<file path="src/rtl/clip_player_pkg.sv">
// Shared state encoding and volume constants for the multi-clip PCM player.
package clip_player_pkg;
  typedef enum logic [1:0] {
    ST_IDLE  = 2'd0,
    ST_PLAY  = 2'd1,
    ST_FLUSH = 2'd2
  } state_e;

  localparam int VOL_W     = 4;
  localparam int VOL_SHIFT = 4;
endpackage

</file>
<file path="src/rtl/clip_vol_scale.sv">
// Aligns a ROM sample to the output width and scales it by (vol+1)/16.
// One register stage; output is forced to zero whenever the input is not valid.
module clip_vol_scale
  import clip_player_pkg::*;
#(
  parameter int SAMPLE_W = 8,
  parameter int OUT_W    = 16
) (
  input  logic                clk_8000,
  input  logic                rst,
  input  logic [SAMPLE_W-1:0] data,
  input  logic [VOL_W-1:0]    vol,
  input  logic                in_valid,
  output logic [OUT_W-1:0]    sample_out,
  output logic                sample_valid
);
  localparam int PW = OUT_W + VOL_W + 1;

  logic signed [PW-1:0] aligned_x;
  logic signed [PW-1:0] gain_x;
  logic signed [PW-1:0] prod;
  logic [OUT_W-1:0]     scaled;
  logic                 unused_bits;
  logic [OUT_W-1:0]     sample_out_q;
  logic                 sample_valid_q;

  assign aligned_x = PW'($signed({data, {(OUT_W-SAMPLE_W){1'b0}}}));
  assign gain_x    = $signed(PW'(vol) + PW'(1));
  assign prod      = aligned_x * gain_x;
  // Taking the slice is the arithmetic shift; the gain of at most 16 keeps it in range.
  assign scaled      = prod[OUT_W+VOL_SHIFT-1:VOL_SHIFT];
  assign unused_bits = ^{prod[PW-1:OUT_W+VOL_SHIFT], prod[VOL_SHIFT-1:0]};

  always_ff @(posedge clk_8000 or posedge rst) begin
    if (rst) begin
      sample_out_q   <= '0;
      sample_valid_q <= 1'b0;
    end else begin
      sample_valid_q <= in_valid;
      sample_out_q   <= in_valid ? scaled : '0;
    end
  end

  assign sample_out   = sample_out_q;
  assign sample_valid = sample_valid_q;
endmodule

</file>
<file path="src/rtl/clip_player.sv">
// Multi-clip PCM player: walks a clip's ROM window once or in a loop and streams
// volume-scaled samples, one per clk_8000 cycle; stop/retrigger discard in-flight data.
module clip_player
  import clip_player_pkg::*;
#(
  parameter int ADDR_W    = 17,
  parameter int SAMPLE_W  = 8,
  parameter int OUT_W     = 16,
  parameter int NUM_CLIPS = 4,
  parameter int CLIP_W    = 2,
  parameter int ROM_LAT   = 1
) (
  input  logic                        clk_8000,
  input  logic                        rst,
  input  logic                        trig,
  input  logic [CLIP_W-1:0]           clip_id,
  input  logic                        loop,
  input  logic                        stop,
  input  logic [VOL_W-1:0]            vol,
  input  logic [NUM_CLIPS*ADDR_W-1:0] clip_base,
  input  logic [NUM_CLIPS*ADDR_W-1:0] clip_len,
  output logic [ADDR_W-1:0]           rom_addr,
  output logic                        rom_en,
  input  logic [SAMPLE_W-1:0]         rom_data,
  output logic [OUT_W-1:0]            sample_out,
  output logic                        sample_valid,
  output logic                        busy,
  output logic                        done,
  output logic [CLIP_W-1:0]           cur_clip
);
  localparam logic [ADDR_W-1:0] ONE = ADDR_W'(1);

  state_e              state_q;
  logic [ADDR_W-1:0]   base_q, len_q, off_q, rom_addr_q;
  logic                loop_q, rom_en_q, rom_last_q, done_q;
  logic [CLIP_W-1:0]   cur_clip_q;
  logic [ROM_LAT-1:0]  vpipe_q, lpipe_q;

  logic [ADDR_W-1:0]   sel_base, sel_len;
  logic                start, kill, last_issue, pipe_empty, scale_vld;

  assign sel_base   = clip_base[int'(clip_id)*ADDR_W +: ADDR_W];
  assign sel_len    = clip_len[int'(clip_id)*ADDR_W +: ADDR_W];
  assign start      = trig && !stop && (sel_len != '0);
  assign kill       = stop || start;
  assign last_issue = (off_q == len_q - ONE);
  assign pipe_empty = !rom_en_q && (vpipe_q == '0);
  // Anything already in flight is dropped on the edge that stops or restarts playback.
  assign scale_vld  = vpipe_q[ROM_LAT-1] && !kill;

  always_ff @(posedge clk_8000 or posedge rst) begin
    if (rst) begin
      state_q    <= ST_IDLE;
      base_q     <= '0;
      len_q      <= '0;
      off_q      <= '0;
      loop_q     <= 1'b0;
      cur_clip_q <= '0;
      rom_addr_q <= '0;
      rom_en_q   <= 1'b0;
      rom_last_q <= 1'b0;
      vpipe_q    <= '0;
      lpipe_q    <= '0;
      done_q     <= 1'b0;
    end else begin
      vpipe_q <= ROM_LAT'({vpipe_q, rom_en_q});
      lpipe_q <= ROM_LAT'({lpipe_q, rom_last_q});
      done_q  <= lpipe_q[ROM_LAT-1] && !kill;
      if (stop) begin
        state_q    <= ST_IDLE;
        rom_en_q   <= 1'b0;
        rom_last_q <= 1'b0;
        vpipe_q    <= '0;
        lpipe_q    <= '0;
      end else if (start) begin
        state_q    <= ST_PLAY;
        base_q     <= sel_base;
        len_q      <= sel_len;
        loop_q     <= loop;
        cur_clip_q <= clip_id;
        off_q      <= '0;
        rom_en_q   <= 1'b0;
        rom_last_q <= 1'b0;
        vpipe_q    <= '0;
        lpipe_q    <= '0;
      end else begin
        case (state_q)
          ST_PLAY: begin
            rom_addr_q <= base_q + off_q;
            rom_en_q   <= 1'b1;
            rom_last_q <= last_issue && !loop_q;
            if (!last_issue) begin
              off_q <= off_q + ONE;
            end else if (loop_q) begin
              off_q <= '0;
            end else begin
              state_q <= ST_FLUSH;
            end
          end
          ST_FLUSH: begin
            rom_en_q   <= 1'b0;
            rom_last_q <= 1'b0;
            if (pipe_empty) state_q <= ST_IDLE;
          end
          default: begin
            state_q    <= ST_IDLE;
            rom_en_q   <= 1'b0;
            rom_last_q <= 1'b0;
          end
        endcase
      end
    end
  end

  clip_vol_scale #(
    .SAMPLE_W(SAMPLE_W),
    .OUT_W   (OUT_W)
  ) u_scale (
    .clk_8000    (clk_8000),
    .rst         (rst),
    .data        (rom_data),
    .vol         (vol),
    .in_valid    (scale_vld),
    .sample_out  (sample_out),
    .sample_valid(sample_valid)
  );

  assign rom_addr = rom_addr_q;
  assign rom_en   = rom_en_q;
  assign busy     = (state_q != ST_IDLE);
  assign done     = done_q;
  assign cur_clip = cur_clip_q;
endmodule

</file>
<file path="config.mk">
export PLATFORM = sky130hd
export DESIGN_NAME = clip_player
export DESIGN_NICKNAME = d
export VERILOG_FILES = /design/src/rtl/clip_player_pkg.sv /design/src/rtl/clip_vol_scale.sv /design/src/rtl/clip_player.sv
export SDC_FILE = /design/constraint.sdc
export NUM_CORES = 1
export LEC_CHECK = 0
export BUFFER_PORTS_ARGS = -buffer_cell sky130_fd_sc_hd__buf_2
export CORE_MARGIN = 2
export CORE_UTILIZATION = 55
export CTS_BUF_LIST = sky130_fd_sc_hd__clkbuf_4
export DETAILED_ROUTE_END_ITERATION = 8
export PLACE_DENSITY = 0.83
export SLEW_MARGIN = 20
export SYNTH_ARGS = -nofsm -noshare
export SYNTH_HDL_FRONTEND = slang
export SYNTH_SLANG_ARGS = --single-unit
</file>
<file path="constraint.sdc">
create_clock -name clk_8000 -period 3.3 [get_ports clk_8000]
set_input_delay 0 -clock clk_8000 [delete_from_list [all_inputs] [get_ports clk_8000]]
set_output_delay 0 -clock clk_8000 [all_outputs]
set_load 0.01 [all_outputs]
</file>
[After elaboration in Yosys (flattened, before gate mapping)]
Cells that the tools add are included.
Word-level totals
  input bits: 155
  word-level logic and storage cells: 71
  bits in registers: 95
Operators by class
  shift operators: 2
  equality and inequality tests: 7
  bitwise logic cells: 3
  add/subtract/negate cells: 4
  multiply operators: 2
  reduce and logical (&&, ||, !) cells: 18
  mux-type cells: 21
Operator list (number)
  two-way mux 17 bit: 4
  variable part select 68 x 32 -> 17 bit: 1
  variable part select 68 x 8 -> 17 bit: 1
  adder 17 x 1 -> 17 bit (second input constant): 1
  adder 17 bit: 1
  == test 17 bit: 1
  nonzero test 17 bit: 1
  subtractor 17 x 1 -> 17 bit (second input constant): 1
  two-way mux 16 bit: 1
  multiplier 8 x 6 -> 12 bit: 1
  inequality test 4 bit (second input constant): 3
  two-way mux 1 bit: 10
  two-way mux 2 bit: 5
  AND reduction 3 bit: 3
  multiplier 2 x 5 -> 7 bit (second input constant): 1
  logical AND 1 bit: 6
  adder 4 x 1 -> 5 bit (second input constant): 1
  zero test 1 bit: 4
  one-hot mux 2 bit (2 select lines): 1
  nonzero test 2 bit: 2
  inequality test 3 bit (second input constant): 1
  inverter 1 bit: 3
  == test 2 x 1 -> 1 bit (second input constant): 1
  == test 2 bit (second input constant): 1
  other kinds (2): 2

[Depth between registers and ports, before layout]
  depth after elaboration: 8
  gate-level depth with buffers: 17
  mapped depth without buffers: 17

[Modules after synthesis]
A second synthesis with hierarchy kept.
Unflattened totals
  cell total of the unflattened synthesis: 721
  area total of the unflattened synthesis: 7507.2 um^2
Modules (own cells, without submodules)
  clip_player: instances 1, cells each 531, area an instance 5700.5 um^2
  clip_vol_scale: instances 1, cells each 190, area an instance 1806.7 um^2

[Worst setup path before layout]
OpenSTA, ideal clock, no wires.
  kind: input to register
  from: input port vol[0]
  to: register u_scale.sample_out_q[15] (netlist: u_scale.sample_out[15])
  cell stages on the path: 17
  arrival time: 3495 ps
  required time: 3169 ps
  slack: -326 ps
  cells stage by stage: clkbuf_1 -> nand3_1 -> xor2_1 -> nor2b_1 -> ha_1 -> inv_1 -> fa_1 -> fa_1 -> inv_1 -> ha_1 -> nor2b_1 -> o21ai_0 -> a21boi_0 -> o21ai_0 -> a21o_1 -> nand3_1 -> nor3b_1
On the way
  word-level cells in the longest chain between the ends: 3
Ends and longest elaborated chain
  start, declared: RTL line clip_player.sv:19  | input logic [VOL_W-1:0] vol,
  adder 4 x 1 -> 5 bit: RTL line clip_vol_scale.sv:28  | assign gain_x = $signed(PW'(vol) + PW'(1));
  multiplier 8 x 6 -> 12 bit: RTL line clip_vol_scale.sv:29  | assign prod = aligned_x * gain_x;
  two-way mux 16 bit: RTL line clip_vol_scale.sv:40  | sample_out_q <= in_valid ? scaled : '0;
  end signal, assigned: RTL line clip_vol_scale.sv:40
  end, declared: RTL line clip_vol_scale.sv:24  | logic [OUT_W-1:0] sample_out_q;
Every way passes these cells.
A chain may end at the register's enable or synchronous reset.

[Worst setup path in the final report]
  from: register len_q[2]
  to: register off_q[7]
On the way
  word-level cells in the longest chain between the ends: 5
  elaborated cells between the ends (all ways): 7
Ends and longest elaborated chain
  start, declared: RTL line clip_player.sv:34  | logic [ADDR_W-1:0] base_q, len_q, off_q, rom_addr_q;
  start signal, assigned: RTL line clip_player.sv:78  | len_q <= sel_len;
  subtractor 17 x 1 -> 17 bit *: RTL line clip_player.sv:46  | assign last_issue = (off_q == len_q - ONE);
  == test 17 bit *: RTL line clip_player.sv:46
  two-way mux 17 bit: RTL line clip_player.sv:92  | if (!last_issue) begin
  two-way mux 17 bit: RTL line clip_player.sv:87  | case (state_q)
  two-way mux 17 bit: RTL line clip_player.sv:75  | end else if (start) begin
  end signal, assigned: RTL line clip_player.sv:93  | off_q <= off_q + ONE;
  end, declared: RTL line clip_player.sv:34
Every way passes the cells marked *; elsewhere a longest branch is shown, timed or not. The select of a mux whose other input is x is not followed.

==> flow_metrics.env <==
export IMPL_cpPeakStageDelay_ps=660
export IMPL_layout_nets=1183
export IMPL_slew_viol_final=0
export IMPL_initial_core_util=0.569
export IMPL_drc_errors=0
export IMPL_status="finished, final reports clean"
export IMPL_ys_seq_elements=91
export IMPL_dieWidth_um=119
export IMPL_stdcell_count=1143
export IMPL_routabilityCongestion=0.876
export IMPL_final_setup_tns_ps=0
export IMPL_final_area_um2=9440
export IMPL_cts_sinks=91
export IMPL_worstSetupPathType="reg2reg"
export IMPL_ys_top_cells_by_area="dfrtp_1 31%, mux4_2 11%, mux2_2 7.9%, ha_1 6.7%, fa_1 6.4%"
export IMPL_synth_largest_area_cell="dfrtp_1"
export IMPL_place_ws_ps=-288
export IMPL_antenna_found_initial=0
export IMPL_fin_skew_ps=24.8
export IMPL_cp_max_fo=7
export IMPL_crit_arrival_ps=3560
export IMPL_critPathCaptureType="register"
export IMPL_register_area_um2=2280
export IMPL_drive_gt1_frac=0.364
export IMPL_wl_per_cell_um=16.8
export IMPL_setup_violations=0
export IMPL_max_clock_freq_mhz=312
export IMPL_yosysSeqAreaShare=0.314
export IMPL_power_total_mw=3.69
export IMPL_grt_pass1_vias=6583
export IMPL_postCtsSetupBuffers=0
export IMPL_numCtsBuffers=9
export IMPL_grt_usage=0.279
export IMPL_worst_slack_ps=95.0
export IMPL_first_pass_iters=5
export IMPL_hold_path_class="in2reg"
export IMPL_die_h_um=119
export IMPL_cts_htree_levels=3
export IMPL_drtAntennaViolNets=0
export IMPL_layout_min_cycle_time_ps=3200
export IMPL_place_hpwl_mm=13.9
export IMPL_drt_initial_drc_count=371
export IMPL_slew_headroom=0.617
export IMPL_die_area_um2=14100
export IMPL_fin_util=0.742
export IMPL_synthArstFlopShare=1.00
export IMPL_grt_start_max_net_pins=38
export IMPL_overflow=0
export IMPL_synth_top_area_frac=0.314
export IMPL_synthTopCellsByCount="91 x dfrtp_1, 57 x inv_1, 51 x mux2_2, 45 x nand2_1, 39 x ha_1"
export IMPL_cts_root_buf="clkbuf_4"
export IMPL_multi_input_area_um2=4670
export IMPL_powerDensity_nw_per_um2=391
export IMPL_drt_wl_total_mm=19.2
export IMPL_antennaDiodeCount=0
export IMPL_io_pins=194
export IMPL_placedInstanceArea_um2=8620
export IMPL_p_leak_nw=4.49
export IMPL_worst_slew_pin_slew_ps=574
export IMPL_clk_latency_ps=470
export IMPL_irDropWorstVdd_mv=0.273
export IMPL_cts_tree="yes"
export IMPL_finalCritPeriodShare=0.971
export IMPL_synthMostInstantiatedCell="dfrtp_1"
export IMPL_cts_buffer_depth=2
export IMPL_coreArea_um2=12700
export IMPL_hold_ws_ps=36.4
export IMPL_routed_via_count=6487
export IMPL_n_fill_cell=882
export IMPL_netlist_area_um2=7240
export IMPL_grt_first_pass_wirelength_mm=31.4
export IMPL_cp_start_kind="register"
export IMPL_ys_types=60
export IMPL_syn_avg_cell_area_um2=10.5
export IMPL_port_buffers=189
export IMPL_synth_edff_count=0
export IMPL_core_rowCount=41
export IMPL_yosysWarnings=0
export IMPL_dp_cells=1062
export IMPL_crit_slowest_cell="or4_1"
export IMPL_hold_viol=0
export IMPL_required_ps=3650
export IMPL_synth_main_ff_cell="dfrtp_1"
export IMPL_syn2layout_area_growth_pct=30.3
export IMPL_path_cells="or4_1, or3_1, a2111oi_2, nand4_1, a2111oi_4, buf_6, buf_4, nor3_1, a221o_1"
export IMPL_clkTransAtPathRegs_ps=160
export IMPL_via_per_inst=5.68
export IMPL_cap_violations=0
export IMPL_syn_inst=692
==> cell families (layout without fill, tap and decap cells) <==
family / Yosys count / count (layout) / share of synthesized area
flops: 91 / 91 / 0.314
fa+ha+maj: 62 / 62 / 0.131
simple gates: 218 / 218 / 0.161
xor+xnor: 45 / 45 / 0.0563
mux: 85 / 85 / 0.185
other cells: 1 / 4 / 0.000518
compound gates: 100 / 100 / 0.0993
buf+inv: 90 / 366 / 0.0527
==> worst paths after layout <==
check	depth (start not counted)	endpoint	slack [ps]	start
min reg2reg	1	lpipe_q$_DFF_PP0_	470	rom_last_q$_DFF_PP0_
min	3	len_q[2]$_DFFE_PP0P_	40	clip_len[2]
max reg2reg	9	off_q[7]$_DFFE_PP0P_	100	len_q[2]$_DFFE_PP0P_
min in group asynchronous	3	rom_addr[15]$_DFFE_PP0P_	110	rst
max in group asynchronous	4	len_q[1]$_DFFE_PP0P_	2360	rst
max	9	off_q[7]$_DFFE_PP0P_	100	len_q[2]$_DFFE_PP0P_
==> report_power, final <==
| group | internal [mW] | switching [mW] | total (mW) |
|---|---|---|---|
| logic | 0.852 | 0.738 | 1.59 |
| registers | 1.30 | 0.150 | 1.45 |
| clock network | 0.241 | 0.409 | 0.650 |
| total | 2.39 | 1.30 | 3.69 |
==> cell type report <==
cell class | instances | share of cell area
multi-input cells | 514 | 0.495
flip-flops and latches | 91 | 0.242
repair buffers | 292 | 0.202
inverters | 58 | 0.0232
well taps | 172 | 0.0228
clock buffers | 10 | 0.00796
clock inverters | 6 | 0.00690
==> layer usage <==
| metal | up-vias | GRT usage | share of wire |
|---|---|---|---|
| met5 | - | 0 | 0 |
| met4 | 0 | 0.0908 | 0.026 |
| met3 | 41 | 0.0574 | 0.061 |
| met2 | 281 | 0.494 | 0.51 |
| met1 | 3142 | 0.339 | 0.40 |
| li1 | 3023 | - | - |
==> flip-flops by register name, indices dropped and copies added (netlist names), 2 cells and up <==
register / cells
state_q: 2
u_scale.sample_out: 12
base_q: 17
off_q: 17
rom_addr: 17
len_q: 17
cur_clip: 2
==> placed cells by master (no fill, tap or decap), drive strengths merged, types with 3 or more instances in the layout <==
master / count
mux4: 34
a211o: 3
a21oi: 21
xnor2: 33
nor3: 23
fa: 23
o21ai: 18
nand2b: 6
conb: 4
nor2b: 22
or3: 12
mux2: 51
a21o: 9
dfrtp: 91
o211ai: 5
a22o: 4
xor2: 11
a221o: 10
a31oi: 3
or4: 9
dlygate4sd3: 65
clkbuf: 10
buf: 227
a211oi: 3
a2111oi: 3
nor4: 6
or2: 8
nand3: 9
nand4: 6
and3: 8
clkinv: 4
ha: 39
and2: 23
nor2: 33
o21a: 6
nand2: 45
inv: 58
==> worst max-delay path: cells and delay by family (launching register included) <==
family | cells | cell delay (ps)
simple gates | 4 | 1350
compound gates | 3 | 970
buf+inv | 2 | 340
flops | 1 | 420
==> repair_timing <==
action / CTS / global route
hold buffers: 61 / 4
endpoints found under the hold margin: 65 / 2
setup endpoints to repair: 0 / 18
resized for setup: 0 / 9
Note: power is estimated with default switching activity, not from simulation.
